[src/rtl/ps2_key_matrix.sv]
// PS/2 keyboard to 8x8 key matrix, scanned through the parallel interface.
// Ports:
//   clk_sys, reset        system clock, async active-high reset
//   ps2_clk, ps2_data     raw PS/2 lines (asynchronous)
//   key_clear             synchronous release of all keys
//   scan_sel / scan_ret   active-low row select / active-low column return
//   map_addr / map_data   layout ROM {ext,code} -> {valid,rsvd,row,col}
//   key_event, rx_err     one-cycle status pulses
module ps2_key_matrix #(
    parameter int TIMEOUT_CYC = 50000
) (
    input  logic       clk_sys,
    input  logic       reset,
    input  logic       ps2_clk,
    input  logic       ps2_data,
    input  logic       key_clear,
    input  logic [7:0] scan_sel,
    output logic [7:0] scan_ret,
    output logic [8:0] map_addr,
    input  logic [7:0] map_data,
    output logic       key_event,
    output logic       rx_err
);

    localparam int TW = (TIMEOUT_CYC > 2) ? $clog2(TIMEOUT_CYC) : 1;

    typedef enum logic [1:0] {
        RX_IDLE,
        RX_DATA,
        RX_PARITY,
        RX_STOP
    } rx_state_t;

    typedef enum logic {
        DEC_READY,
        DEC_LOOKUP
    } dec_state_t;

    // Synchronizers and falling-edge detect
    logic [1:0] clk_sync;
    logic [1:0] dat_sync;
    logic       clk_prev;
    logic       fall;
    logic       bit_in;

    always_ff @(posedge clk_sys or posedge reset) begin
        if (reset) begin
            clk_sync <= 2'b11;
            dat_sync <= 2'b11;
            clk_prev <= 1'b1;
        end else begin
            clk_sync <= {clk_sync[0], ps2_clk};
            dat_sync <= {dat_sync[0], ps2_data};
            clk_prev <= clk_sync[1];
        end
    end

    assign fall   = clk_prev & ~clk_sync[1];
    assign bit_in = dat_sync[1];

    // Receiver
    rx_state_t     rx_state, rx_state_n;
    logic [2:0]    bit_cnt, bit_cnt_n;
    logic [7:0]    rx_byte, rx_byte_n;
    logic          par_bit, par_bit_n;
    logic [TW-1:0] to_cnt, to_cnt_n;
    logic          rx_strobe, rx_strobe_n;
    logic          rx_err_n;

    always_ff @(posedge clk_sys or posedge reset) begin
        if (reset) begin
            rx_state  <= RX_IDLE;
            bit_cnt   <= '0;
            rx_byte   <= '0;
            par_bit   <= 1'b0;
            to_cnt    <= '0;
            rx_strobe <= 1'b0;
            rx_err    <= 1'b0;
        end else begin
            rx_state  <= rx_state_n;
            bit_cnt   <= bit_cnt_n;
            rx_byte   <= rx_byte_n;
            par_bit   <= par_bit_n;
            to_cnt    <= to_cnt_n;
            rx_strobe <= rx_strobe_n;
            rx_err    <= rx_err_n;
        end
    end

    always_comb begin
        rx_state_n  = rx_state;
        bit_cnt_n   = bit_cnt;
        rx_byte_n   = rx_byte;
        par_bit_n   = par_bit;
        rx_strobe_n = 1'b0;
        rx_err_n    = 1'b0;
        to_cnt_n    = (rx_state == RX_IDLE || fall) ? '0 : to_cnt + 1'b1;

        unique case (rx_state)
            RX_IDLE: begin
                if (fall && !bit_in) begin
                    rx_state_n = RX_DATA;
                    bit_cnt_n  = '0;
                end
            end
            RX_DATA: begin
                if (fall) begin
                    rx_byte_n = {bit_in, rx_byte[7:1]};
                    bit_cnt_n = bit_cnt + 3'd1;
                    if (bit_cnt == 3'd7) begin
                        rx_state_n = RX_PARITY;
                    end
                end
            end
            RX_PARITY: begin
                if (fall) begin
                    par_bit_n  = bit_in;
                    rx_state_n = RX_STOP;
                end
            end
            RX_STOP: begin
                if (fall) begin
                    // odd parity: XOR over data and parity must be 1
                    if (bit_in && (^{rx_byte, par_bit})) begin
                        rx_strobe_n = 1'b1;
                    end else begin
                        rx_err_n = 1'b1;
                    end
                    rx_state_n = RX_IDLE;
                end
            end
            default: rx_state_n = RX_IDLE;
        endcase

        // Silent abort of a stalled partial frame
        if (rx_state != RX_IDLE && !fall &&
            to_cnt == TW'(TIMEOUT_CYC - 1)) begin
            rx_state_n = RX_IDLE;
        end
    end

    // Decoder and key matrix
    dec_state_t      dec_state, dec_state_n;
    logic            ext, ext_n;
    logic            brk, brk_n;
    logic            pend_brk, pend_brk_n;
    logic [8:0]      map_addr_n;
    logic [7:0][7:0] matrix, matrix_n;
    logic            key_event_n;

    always_ff @(posedge clk_sys or posedge reset) begin
        if (reset) begin
            dec_state <= DEC_READY;
            ext       <= 1'b0;
            brk       <= 1'b0;
            pend_brk  <= 1'b0;
            map_addr  <= '0;
            matrix    <= '0;
            key_event <= 1'b0;
        end else begin
            dec_state <= dec_state_n;
            ext       <= ext_n;
            brk       <= brk_n;
            pend_brk  <= pend_brk_n;
            map_addr  <= map_addr_n;
            matrix    <= matrix_n;
            key_event <= key_event_n;
        end
    end

    always_comb begin
        dec_state_n = dec_state;
        ext_n       = ext;
        brk_n       = brk;
        pend_brk_n  = pend_brk;
        map_addr_n  = map_addr;
        matrix_n    = matrix;
        key_event_n = 1'b0;

        unique case (dec_state)
            DEC_READY: begin
                if (rx_strobe) begin
                    if (rx_byte == 8'hE0) begin
                        ext_n = 1'b1;
                    end else if (rx_byte == 8'hF0) begin
                        brk_n = 1'b1;
                    end else begin
                        map_addr_n  = {ext, rx_byte};
                        pend_brk_n  = brk;
                        ext_n       = 1'b0;
                        brk_n       = 1'b0;
                        dec_state_n = DEC_LOOKUP;
                    end
                end
            end
            DEC_LOOKUP: begin
                if (map_data[7]) begin
                    matrix_n[map_data[5:3]][map_data[2:0]] = ~pend_brk;
                    key_event_n = 1'b1;
                end
                dec_state_n = DEC_READY;
            end
            default: dec_state_n = DEC_READY;
        endcase

        if (rx_err) begin
            ext_n = 1'b0;
            brk_n = 1'b0;
        end

        // Clear overrides any write landing in the same cycle
        if (key_clear) begin
            matrix_n    = '0;
            ext_n       = 1'b0;
            brk_n       = 1'b0;
            pend_brk_n  = 1'b0;
            key_event_n = 1'b0;
        end
    end

    // Scan response: selected rows OR together, active-low both ways
    always_comb begin
        scan_ret = 8'hFF;
        for (int r = 0; r < 8; r++) begin
            for (int c = 0; c < 8; c++) begin
                if (!scan_sel[r] && matrix[r][c]) begin
                    scan_ret[c] = 1'b0;
                end
            end
        end
    end

endmodule

[config.mk]
export PLATFORM = sky130hd
export DESIGN_NAME = ps2_key_matrix
export DESIGN_NICKNAME = d
export VERILOG_FILES = /design/src/rtl/ps2_key_matrix.sv
export SDC_FILE = /design/constraint.sdc
export NUM_CORES = 1
export LEC_CHECK = 0
export ABC_AREA = 1
export BUFFER_PORTS_ARGS = -buffer_cell sky130_fd_sc_hd__buf_2
export CAP_MARGIN = 5
export CORE_MARGIN = 2
export CORE_UTILIZATION = 50
export CTS_CLUSTER_SIZE = 24
export DETAILED_ROUTE_END_ITERATION = 12
export GPL_ROUTABILITY_DRIVEN = 0
export PLACE_DENSITY_LB_ADDON = 0.12
export SYNTH_ARGS = -nofsm -noshare
export SYNTH_HDL_FRONTEND = slang
export SYNTH_SLANG_ARGS = --single-unit
[constraint.sdc]
create_clock -name clk_sys -period 8.8 [get_ports clk_sys]
set_input_delay 0.44 -clock clk_sys [delete_from_list [all_inputs] [get_ports clk_sys]]
set_output_delay 0.44 -clock clk_sys [all_outputs]
set_load 0.03 [all_outputs]
==> metrics.txt, run 1 <==
final cell count without fillers 975; class of the worst hold path in -> async; Placed Instance Area 6220 um^2; boundary pin count 40; internal power summed over all cells 1.08 mW; placed cells 943; time the worst path needs with I/O delays and setup 2.20 ns; part of the Yosys area used for sequential elements 48.9%; slack of the worst reg-to-reg path 6.82 ns; CTS H-tree depth 4; global-route usage over all layers 23.5%; actual transition at the worst max-transition pin 1.11 ns; vias in the first global route 5039; CTS buffer count 17; wirelength, routed 13800 um; post-layout util 59.3%; synth-to-layout area growth 15.5%; CTS tree done; count of antenna-violating nets left after detailed routing 0; part of the total power dissipated in sequential elements 39.4%; highest net fanout along the worst path 2; clock sink count 115; cts-stage hold buffer count 0; full die area 12700 um^2; cell area after layout 6800 um^2; static leakage 3.65 nW; area share of the largest cell type after synthesis 46.7%; Worst setup EP type output port; placement-stage worst setup slack 6.68 ns; final worst setup slack 6.60 ns; switch share 28.5%; PostCTS Resize Cnt 0; Slew Limit Headroom 25.7%; starting utilization of the core area 51.4%; unrepaired setup endpoints after global routing false; reported max-cap violation count 0; length in cells of the worst reg-to-reg path 5; post-CTS repair timing setup buffer count 0; Total Negative Setup Slacks 0 ns; Cell Rows 39; Comb pwr share 16.7%; die extent in x 113 um; Peak Freq 0.455 GHz; switching power 432 uW; Yosys top cell by area dfrtp_1; post-synthesis average cell area 7.57 um^2; core area 11500 um^2; arrival time of data at the critical path endpoint 1.76 ns; Final Max Tran Viols 0; detailed-route wire length per cell 14.1 um; Pwr per Cell Area 223 nW/um^2; DR vias 5053; post-synthesis cell count 779; antenna violations before repair 0; source-to-sink clock delay at the later pin of the worst-skew pair 0.43 ns; count of warnings emitted by yosys 0; final worst-path cycle share 25.0%; required time of the critical path 8.36 ns; net count of the mapped netlist 808; chip height 113 um; global-route wire length before repair 23400 um; vias per std cell 5.18; HPWL reported at the end of detailed placement 8660 um; initial drt markers 413; area of the mapped netlist 5890 um^2; largest net degree at the start of global routing 84; Pre-Repair DR Iteration Count 5; #FFs+latches synth 115; global-route congestion overflow total 0; critical path startpoint category flop; worst setup path class reg -> out; Yosys cell types 28; cell at the root of the clock tree clkbuf_16; worst-case vdd ir drop 0.000187 V; DRC violations left 0; leading post-synthesis cells by cell area dfrtp_1 (47%), inv_1 (12%), o21ai_0 (11%); final count of negative-setup-slack endpoints 0; total count of hold-check failures in the final report 0; clock edge transition at the registers on the reported setup and hold paths 0.05 ns; I/O Buffers 38; result of the run finished, final reports clean; net count of the finished layout 848; number of antenna cells inserted 0; Max Root-Sink Buffers 2; fraction of final layout cells sized beyond drive strength 1 10.7%; clock network power share 43.9%; clk_skew 0.0103 ns
## Yosys cell counts
cell,count
a21oi_1,10
a31oi_1,1
buf_2,2
clkbuf_1,18
dfrtp_1,110
dfstp_2,5
ha_1,8
inv_1,189
inv_2,4
nand2_1,156
nand3_1,17
nand3_2,1
nand4_1,4
nor2_1,42
nor3_1,8
nor3_2,2
nor3_4,3
nor4_1,6
o2111ai_1,2
o21a_1,1
o21ai_0,132
o21ai_1,26
o21bai_1,1
o221ai_1,4
o22ai_1,19
o31ai_1,1
or2_2,2
xor2_1,5
## worst max-delay path: stages (launching register included)
cell and delay, ns:
dfrtp_1 0.37, nand2_1 0.06, o21ai_0 0.10, nor4_1 0.52, buf_2 0.30
## metal layers
layer  share of wire [%]  vias up  global-route usage (%)  wire (um)
met3                 5.7       27                    5.78        786
met2                  48      150                    37.7       6650
met4                 2.3        0                    11.3        314
met1                  44     2354                    30.0       6040
met5                   0        -                       0          0
li1                    -     2522                       -          -
## metrics by stage
step	hold slack [ns]	power (mW)
after global placement	0.346	0.850
after detailed placement	0.347	0.859
after CTS	0.0193	1.53
after floorplan	0.345	0.789
after global routing	0.0449	1.60
final	0.0189	1.52
## power groups by stage
stage | clock (mW) | combinational [mW] | sequential (mW)
final | 0.665 | 0.253 | 0.597
after global routing | 0.701 | 0.293 | 0.602
after CTS | 0.676 | 0.256 | 0.597
after detailed placement | 0 | 0.253 | 0.606
after global placement | 0 | 0.247 | 0.603
after floorplan | 0 | 0.177 | 0.612
## state kept, by name (all words and copies together) (netlist names)
signal	cells
rx_byte	8
rx_err	1
pend_brk	1
dec_state	1
key_event	1
bit_cnt	3
ext	1
map_addr	9
dat_sync	2
rx_state	2
clk_sync	2
clk_prev	1
matrix	64
brk	1
par_bit	1
to_cnt	16
rx_strobe	1
## cell usage in the layout (no fill, tap or decap), drive strengths merged, types with 6 or more instances in the layout
cell | Yosys | layout
nor3 | 13 | 13
nand2 | 156 | 156
o21ai | 158 | 158
a21oi | 10 | 10
nor2 | 42 | 42
dfrtp | 110 | 110
buf | 2 | 41
ha | 8 | 8
nor4 | 6 | 6
nand3 | 18 | 18
inv | 193 | 193
o22ai | 19 | 19
clkbuf | 18 | 28
## cells by family after synthesis
group / Yosys count / synth area share, %
simple gates: 241 / 17.3
buf+inv: 213 / 13.6
compound gates: 197 / 17.7
flops: 115 / 48.9
fa+ha+maj: 8 / 1.70
xor+xnor: 5 / 0.743
## path summary, 6_finish.rpt
| kind | from | endpoint |
|---|---|---|
| setup / recovery | matrix[21] | scan_ret[5] |
| hold / removal | reset | rx_byte[1] |
| hold reg to reg | dat_sync[0] | dat_sync[1] |
| max in group asynchronous | reset | matrix[22] |
| setup reg to reg | rx_byte[0] | ext |
| min in group clk_sys | ps2_data | dat_sync[0] |
## cell type report
| type | count | area [um^2] |
|---|---|---|
| inverters | 193 | 727 |
| multi-input cells | 451 | 2220 |
| clock inverters | 4 | 45.0 |
| clock buffers | 28 | 537 |
| repair buffers | 41 | 213 |
| fillers | 1040 | 4660 |
| well taps | 143 | 179 |
| flip-flops and latches | 115 | 2880 |
Note: power is estimated with default switching activity, not from simulation.
==> run 2: changes to the inputs <==
--- a/config.mk
+++ b/config.mk
@@ -5,7 +5,7 @@
 export SDC_FILE = /design/constraint.sdc
 export NUM_CORES = 1
 export LEC_CHECK = 0
-export ABC_AREA = 1
+export ABC_AREA = 0
 export BUFFER_PORTS_ARGS = -buffer_cell sky130_fd_sc_hd__buf_2
 export CAP_MARGIN = 5
 export CORE_MARGIN = 2
==> constraint.sdc (replaced) <==
create_clock -name clk_sys -period 1.9 [get_ports clk_sys]
set_input_delay 0.095 -clock clk_sys [delete_from_list [all_inputs] [get_ports clk_sys]]
set_output_delay 0.095 -clock clk_sys [all_outputs]
set_load 0.03 [all_outputs]
==> run 2 against run 1 <==
- sequential power rose to 4.7 times the previous value
- die area down 3.3%
- total power rose to 4.9 times the previous value
- global-route usage down 0.097 points
- hold slack better by 0.015 ns
- critical path depth unchanged
- core utilization up 1.9 points
- flip-flop and latch count unchanged
- largest power group unchanged
- synthesized area down 3.4%
- via count down 8.6%
==> metrics.txt, run 2 <==
DR vias 4619 (was 5053); full die area 12300 um^2 (was 12700 um^2); post-layout util 61.3% (was 59.3%); biggest regs matrix (64), to_cnt (16), map_addr (9) (unchanged); clock edge transition at the registers on the reported setup and hold paths 0.05 ns (about the same); final count of negative-setup-slack endpoints 0 (unchanged); CTS H-tree depth 4 (unchanged); time the worst path needs with I/O delays and setup 1.76 ns; clk_skew 0.00715 ns (was 0.0103 ns); final worst setup slack 0.144 ns (was 6.60 ns); length in cells of the worst reg-to-reg path 4 (was 5); boundary pin count 40 (unchanged); clock sink count 115 (unchanged); starting utilization of the core area 51.8% (was 51.4%); vias in the first global route 4474 (was 5039); count of warnings emitted by yosys 0 (unchanged); highest net fanout along the worst path 13 (was 2); most common cell after layout, fill and taps aside dfrtp_1 (was inv_1); Async SR Flop Fraction 100% (unchanged); number of enable flip-flop cells after synthesis 0 (unchanged); largest net degree at the start of global routing 116 (was 84); part of the Yosys area used for sequential elements 50.7% (was 48.9%); arrival time of data at the critical path endpoint 2.09 ns (was 1.76 ns); wirelength, routed 13800 um (about the same); #FFs+latches synth 115 (unchanged); final worst-path cycle share 92.4%; CTS tree done (unchanged); vias per std cell 5.80 (was 5.18); class of the worst hold path in -> reg (was in -> async); net count of the finished layout 672 (was 848); Slew Limit Headroom 59.5% (was 25.7%); most used cells in the layout excluding fill and tap cells dfrtp_1 (110), inv_1 (68), a21oi_1 (61), nand2_1 (46), nor2_1 (40) (was inv_1 (188), nand2_1 (156), o21ai_0 (132), dfrtp_1 (110), nor2_1 (41)); HPWL reported at the end of detailed placement 8630 um (was 8660 um); flip-flop count of the largest register after layout 64 (unchanged); I/O Buffers 38 (unchanged); Pre-Repair DR Iteration Count 5 (unchanged); CTS buffer count 17 (unchanged); placement-stage worst setup slack 0.158 ns (was 6.68 ns); DRC violations left 0 (unchanged); Total Negative Setup Slacks 0 ns (unchanged); global-route wire length before repair 22700 um (was 23400 um); total count of hold-check failures in the final report 0 (unchanged); Peak Freq 0.569 GHz; synth-to-layout area growth 18.2% (was 15.5%); count of antenna-violating nets left after detailed routing 0 (unchanged); chip height 111 um (was 113 um); Worst setup EP type flop (was output port); post-synthesis cell count 607 (was 779); Final Max Tran Viols 0 (unchanged); Cell Rows 38 (was 39); fraction of final layout cells sized beyond drive strength 1 17.4% (was 10.7%); Max Root-Sink Buffers 2 (unchanged); worst-case vdd ir drop 0.000653 V (was 0.000187 V); number of antenna cells inserted 0 (unchanged); net count of the mapped netlist 636 (was 808); global-route congestion overflow total 0 (unchanged); result of the run finished, final reports clean (unchanged); detailed-route wire length per cell 17.3 um (was 14.1 um); initial drt markers 412 (was 413); critical path startpoint category flop (unchanged); top cells by instance count after synthesis dfrtp_1 (110), inv_1 (69), a21oi_1 (61) (was inv_1 (189), nand2_1 (156), o21ai_0 (132)); Top reg by flops matrix (unchanged); area share of the largest cell type after synthesis 48.4% (was 46.7%); number of cells traversed by the worst hold path 3; leading post-synthesis cells by cell area dfrtp_1 (48%), a21oi_1 (5.4%), a311oi_1 (4.8%) (was dfrtp_1 (47%), inv_1 (12%), o21ai_0 (11%)); core area 11000 um^2 (was 11500 um^2); Yosys top cell by area dfrtp_1 (unchanged); unrepaired setup endpoints after global routing false (unchanged); post-CTS repair timing setup buffer count 0 (unchanged); reported max-cap violation count 0 (unchanged); post-synthesis average cell area 9.38 um^2 (was 7.57 um^2); cell at the root of the clock tree clkbuf_16 (unchanged); primary flip-flop cell chosen by synthesis mapping dfrtp_1 (unchanged); source-to-sink clock delay at the later pin of the worst-skew pair 0.42 ns (was 0.43 ns); worst setup path class reg -> reg (was reg -> out); static leakage 2.78 nW (was 3.65 nW); die extent in x 111 um (was 113 um); global-route usage over all layers 23.4% (was 23.5%); actual transition at the worst max-transition pin 0.607 ns (was 1.11 ns); Yosys cell types 50 (was 28); Pwr per Cell Area 1090 nW/um^2 (was 223 nW/um^2); area of the mapped netlist 5690 um^2 (was 5890 um^2); library cell with the highest instance count after synthesis dfrtp_1 (was inv_1); required time of the critical path 2.23 ns (was 8.36 ns); antenna violations before repair 0 (unchanged)
==> run 2: report_power, final <==
part           internal (mW)  switching (mW)  leakage [nW]  total (mW)
registers               2.64           0.164          1.57        2.81
clock network           2.32            1.09         0.316        3.41
logic                  0.508           0.642         0.893        1.15
==> run 2: critical path: stages (launching register included) <==
cell	delay, ns
dfrtp_1	0.44
and3_1	0.33
nand3_2	0.23
or3b_2	0.52
a21oi_1	0.15
==> run 2: final cells by class <==
class	count	area [um^2]
Fill cell	930	4250
Tap cell	140	175
Clock buffer	22	484
Clock inverter	10	153
Inverter	70	267
Timing Repair Buffer	59	393
Sequential cell	115	2880
Multi-Input combinational cell	380	2370
==> run 2: layer usage <==
metal	share of wire, %	vias to the layer above	GRT usage [%]
li1	-	2209	-
met1	45	2242	31.4
met2	47	142	36.0
met3	5.5	26	5.52
met4	2.7	0	11.4
met5	0	-	0
==> run 2: metrics by stage <==
step	cell area (um^2)	total power, mW	instances	hold slack, ns
2_1_floorplan	5700	3.70	607	0.0995
3_3_place_gp	6060	3.96	761	0.203
3_5_place_dp	6060	4.00	761	0.202
4_1_cts	6720	7.43	796	0.00942
5_1_grt	6730	7.71	796	0.0369
6_report	6730	7.37	796	0.0339
==> run 2: path summary, 6_finish.rpt <==
| check | to | slack (ns) | start |
|---|---|---|---|
| min in group asynchronous | matrix[54] | 0.41 | reset |
| min reg2reg | clk_sync[1] | 0.35 | clk_sync[0] |
| max in group asynchronous | matrix[25] | 1.04 | reset |
| min | key_event | 0.03 | map_data[7] |
| max reg2reg | matrix[23] | 0.14 | dec_state |
| max | matrix[23] | 0.14 | dec_state |
==> run 2: kinds of logic (layout without fill, tap and decap cells) <==
logic type | count (synthesis) | count (layout) | share of synthesized area [%]
AO/OA/AOI/OAI | 172 | 172 | 19.0
AND/OR/NAND/NOR | 172 | 172 | 15.9
flip-flops | 115 | 115 | 50.7
buffers and inverters | 112 | 161 | 7.72
XOR/XNOR | 20 | 20 | 3.32
adder cells (fa/ha/maj) | 8 | 8 | 1.76
multiplexers | 8 | 8 | 1.58
==> run 2: repair_timing <==
| item | CTS | global route |
|---|---|---|
| gates resized for setup | 0 | 2 |
| endpoints found under the setup margin | 0 | 3 |
| hold buffers | 3 | 0 |
| endpoints found under the hold margin | 112 | 0 |
==> run 3: changes to the inputs <==
--- a/config.mk
+++ b/config.mk
@@ -10,6 +10,7 @@
 export CAP_MARGIN = 5
 export CORE_MARGIN = 2
 export CORE_UTILIZATION = 50
+export CTS_BUF_LIST = sky130_fd_sc_hd__clkbuf_4 sky130_fd_sc_hd__clkbuf_8
 export CTS_CLUSTER_SIZE = 24
 export DETAILED_ROUTE_END_ITERATION = 12
 export GPL_ROUTABILITY_DRIVEN = 0
==> run 3 against run 2 <==
- combinational power barely moved
- global-route usage decreased by 0.44 points
- core utilization decreased by 1.6 points
- die area unchanged
- total power down 12%
- first-iteration DRC count is 8.0% higher
- flip-flop and latch count unchanged
- via count down 0.82%
- critical endpoint is now scan_ret[4]
- largest cell class unchanged
==> metrics.txt, run 3 (same netlist as run 2, synthesis figures left out) <==
highest routed layer met4 (unchanged); switch share 27.3% (was 25.7%); antenna violations before repair 0 (unchanged); CTS buffer count 17 (unchanged); Comb pwr share 17.7% (was 15.6%); delay-heaviest family, CP simple AND/OR/NAND/NOR gates (unchanged); arrival time of data at the critical path endpoint 1.68 ns (was 2.09 ns); time the worst path needs with I/O delays and setup 1.77 ns (was 1.76 ns); routed length on met2 6280 um (was 6420 um); clock edge transition at the registers on the reported setup and hold paths 0.06 ns (was 0.05 ns); Cell Rows 38 (unchanged); number of buffer and inverter stages on the critical path 2 (was 0); most used cells in the layout excluding fill and tap cells dfrtp_1 (110), inv_1 (68), a21oi_1 (61), nand2_1 (46), nor2_1 (40) (unchanged); class of the worst hold path in -> reg (unchanged); required time of the critical path 1.80 ns (was 2.23 ns); Total Negative Setup Slacks 0 ns (unchanged); count of antenna-violating nets left after detailed routing 0 (unchanged); switching power 1.78 mW (was 1.89 mW); static leakage 2.70 nW (was 2.78 nW); largest incremental delay on the critical path 0.44 ns (was 0.52 ns); Placed Instance Area 6060 um^2 (unchanged); cell area after layout 6550 um^2 (was 6730 um^2); CTS tree done (unchanged); routed metal-1 wirelength 6020 um (was 6220 um); global-route congestion overflow total 0 (unchanged); total count of hold-check failures in the final report 0 (unchanged); starting utilization of the core area 51.8% (unchanged); global-route usage over all layers 23.0% (was 23.4%); clk_skew 0.00470 ns (was 0.00715 ns); core area 11000 um^2 (unchanged); vias per std cell 5.75 (was 5.80); result of the run finished, final reports clean (unchanged); part of the total power dissipated in sequential elements 43.2% (was 38.1%); number of antenna cells inserted 0 (unchanged); CTS H-tree depth 4 (unchanged); synth-to-layout area growth 15.1% (was 18.2%); DR vias 4581 (was 4619); Slew Limit Headroom 58.8% (was 59.5%); cell at the root of the clock tree clkbuf_8 (was clkbuf_16); worst-case vdd ir drop 0.000610 V (was 0.000653 V); HPWL reported at the end of detailed placement 8630 um (unchanged); highest net fanout along the worst path 2 (was 13); unrepaired setup endpoints after global routing false (unchanged); Pwr per Cell Area 991 nW/um^2 (was 1090 nW/um^2); most common cell after layout, fill and taps aside dfrtp_1 (unchanged); clock sink count 115 (unchanged); fraction of final layout cells sized beyond drive strength 1 17.5% (was 17.4%); boundary pin count 40 (unchanged); Final Max Tran Viols 0 (unchanged); clock network power share 39.1% (was 46.2%); largest net degree at the start of global routing 116 (unchanged); biggest regs matrix (64), to_cnt (16), map_addr (9) (unchanged); final worst-path cycle share 93.4% (was 92.4%); routed length on met3 913 um (was 762 um); detailed-route wire length per cell 17.0 um (was 17.3 um); chip height 111 um (unchanged); full die area 12300 um^2 (unchanged); vias in the first global route 4429 (was 4474); flip-flop count of the largest register after layout 64 (unchanged); Peak Freq 0.564 GHz (was 0.569 GHz); Top reg by flops matrix (unchanged); wirelength, routed 13500 um (was 13800 um); critical path startpoint category flop (unchanged); I/O Buffers 38 (unchanged); Pre-Repair DR Iteration Count 5 (unchanged); Worst setup EP type output port (was flop); net count of the finished layout 673 (was 672); Overall Power 6.50 mW (was 7.37 mW); source-to-sink clock delay at the later pin of the worst-skew pair 0.44 ns (was 0.42 ns); min-delay src key_clear (was map_data[7]); final count of negative-setup-slack endpoints 0 (unchanged); cell-by-cell listing of the critical path inv_1 -> o22ai_1 -> nor4_1 -> buf_2 (was and3_1 -> nand3_2 -> or3b_2 -> a21oi_1); DRC violations left 0 (unchanged); global-route wire length before repair 22400 um (was 22700 um); Max Root-Sink Buffers 2 (unchanged); worst setup path class reg -> out (was reg -> reg); worst setup path start matrix[28] (was dec_state); die extent in x 111 um (unchanged); reg-to-reg startpoint dec_state (unchanged); actual transition at the worst max-transition pin 0.619 ns (was 0.607 ns); internal power summed over all cells 4.72 mW (was 5.47 mW); initial drt markers 445 (was 412); Critical-path top delay cell nor4_1 (was or3b_2); reported max-cap violation count 0 (unchanged)
==> run 3: worst paths after layout <==
| check | endpoint | depth (start not counted) | slack (ns) |
|---|---|---|---|
| max | scan_ret[4] | 4 | 0.13 |
| min | matrix[25] | 2 | 0.08 |
| max reg2reg | matrix[23] | 4 | 0.15 |
| min reg2reg | clk_sync[1] | 0 | 0.36 |
| max in group asynchronous | map_addr[2] | 4 | 1.06 |
| min in group asynchronous | matrix[54] | 4 | 0.37 |
==> run 3: routing by layer <==
metal | vias up | track usage (%)
met1 | 2203 | 31.6
met3 | 21 | 5.30
met2 | 150 | 35.0
met4 | 0 | 10.3
li1 | 2207 | -
met5 | - | 0
==> run 3: repair_timing <==
item                                    CTS  global route
endpoints found under the setup margin    0             3
hold buffers                              4             0
hold endpoints to repair                113             0
resized for setup                         0             2
buffers inserted                          0             0
==> run 3: layout make-up <==
| cell class | instances | area [um^2] |
|---|---|---|
| Clock inverter | 10 | 153 |
| Clock buffer | 22 | 297 |
| Inverter | 70 | 267 |
| Sequential cell | 115 | 2880 |
| Tap cell | 140 | 175 |
| Multi-Input combinational cell | 380 | 2370 |
| Fill cell | 942 | 4430 |
| Timing Repair Buffer | 60 | 403 |
==> run 3: per-stage QoR <==
| step | hold slack (ns) | setup WS [ns] | util, % | instances |
|---|---|---|---|---|
| after global routing | 0.0707 | 0.0329 | 59.7 | 797 |
| after CTS | 0.0501 | 0.00911 | 59.6 | 797 |
| after global placement | 0.203 | 0.207 | 55.1 | 761 |
| after detailed placement | 0.202 | 0.158 | 55.1 | 761 |
| after floorplan | 0.0995 | 0.159 | - | 607 |
| final | 0.0791 | 0.126 | 59.7 | 797 |
==> run 3: power groups by stage <==
| stage | Combinational [mW] | Clock [mW] | Sequential, mW |
|---|---|---|---|
| 2_1_floorplan | 0.819 | 0 | 2.89 |
| 6_report | 1.15 | 2.54 | 2.81 |
| 5_1_grt | 1.29 | 2.71 | 2.83 |
| 4_1_cts | 1.16 | 2.60 | 2.81 |
| 3_3_place_gp | 1.12 | 0 | 2.84 |
| 3_5_place_dp | 1.15 | 0 | 2.85 |
==> run 3: worst reg2reg max path: stages, from the launching register on <==
cell	delay, ns
dfrtp_1	0.44
and3_1	0.33
nand3_2	0.23
or3b_2	0.52
a21oi_1	0.15
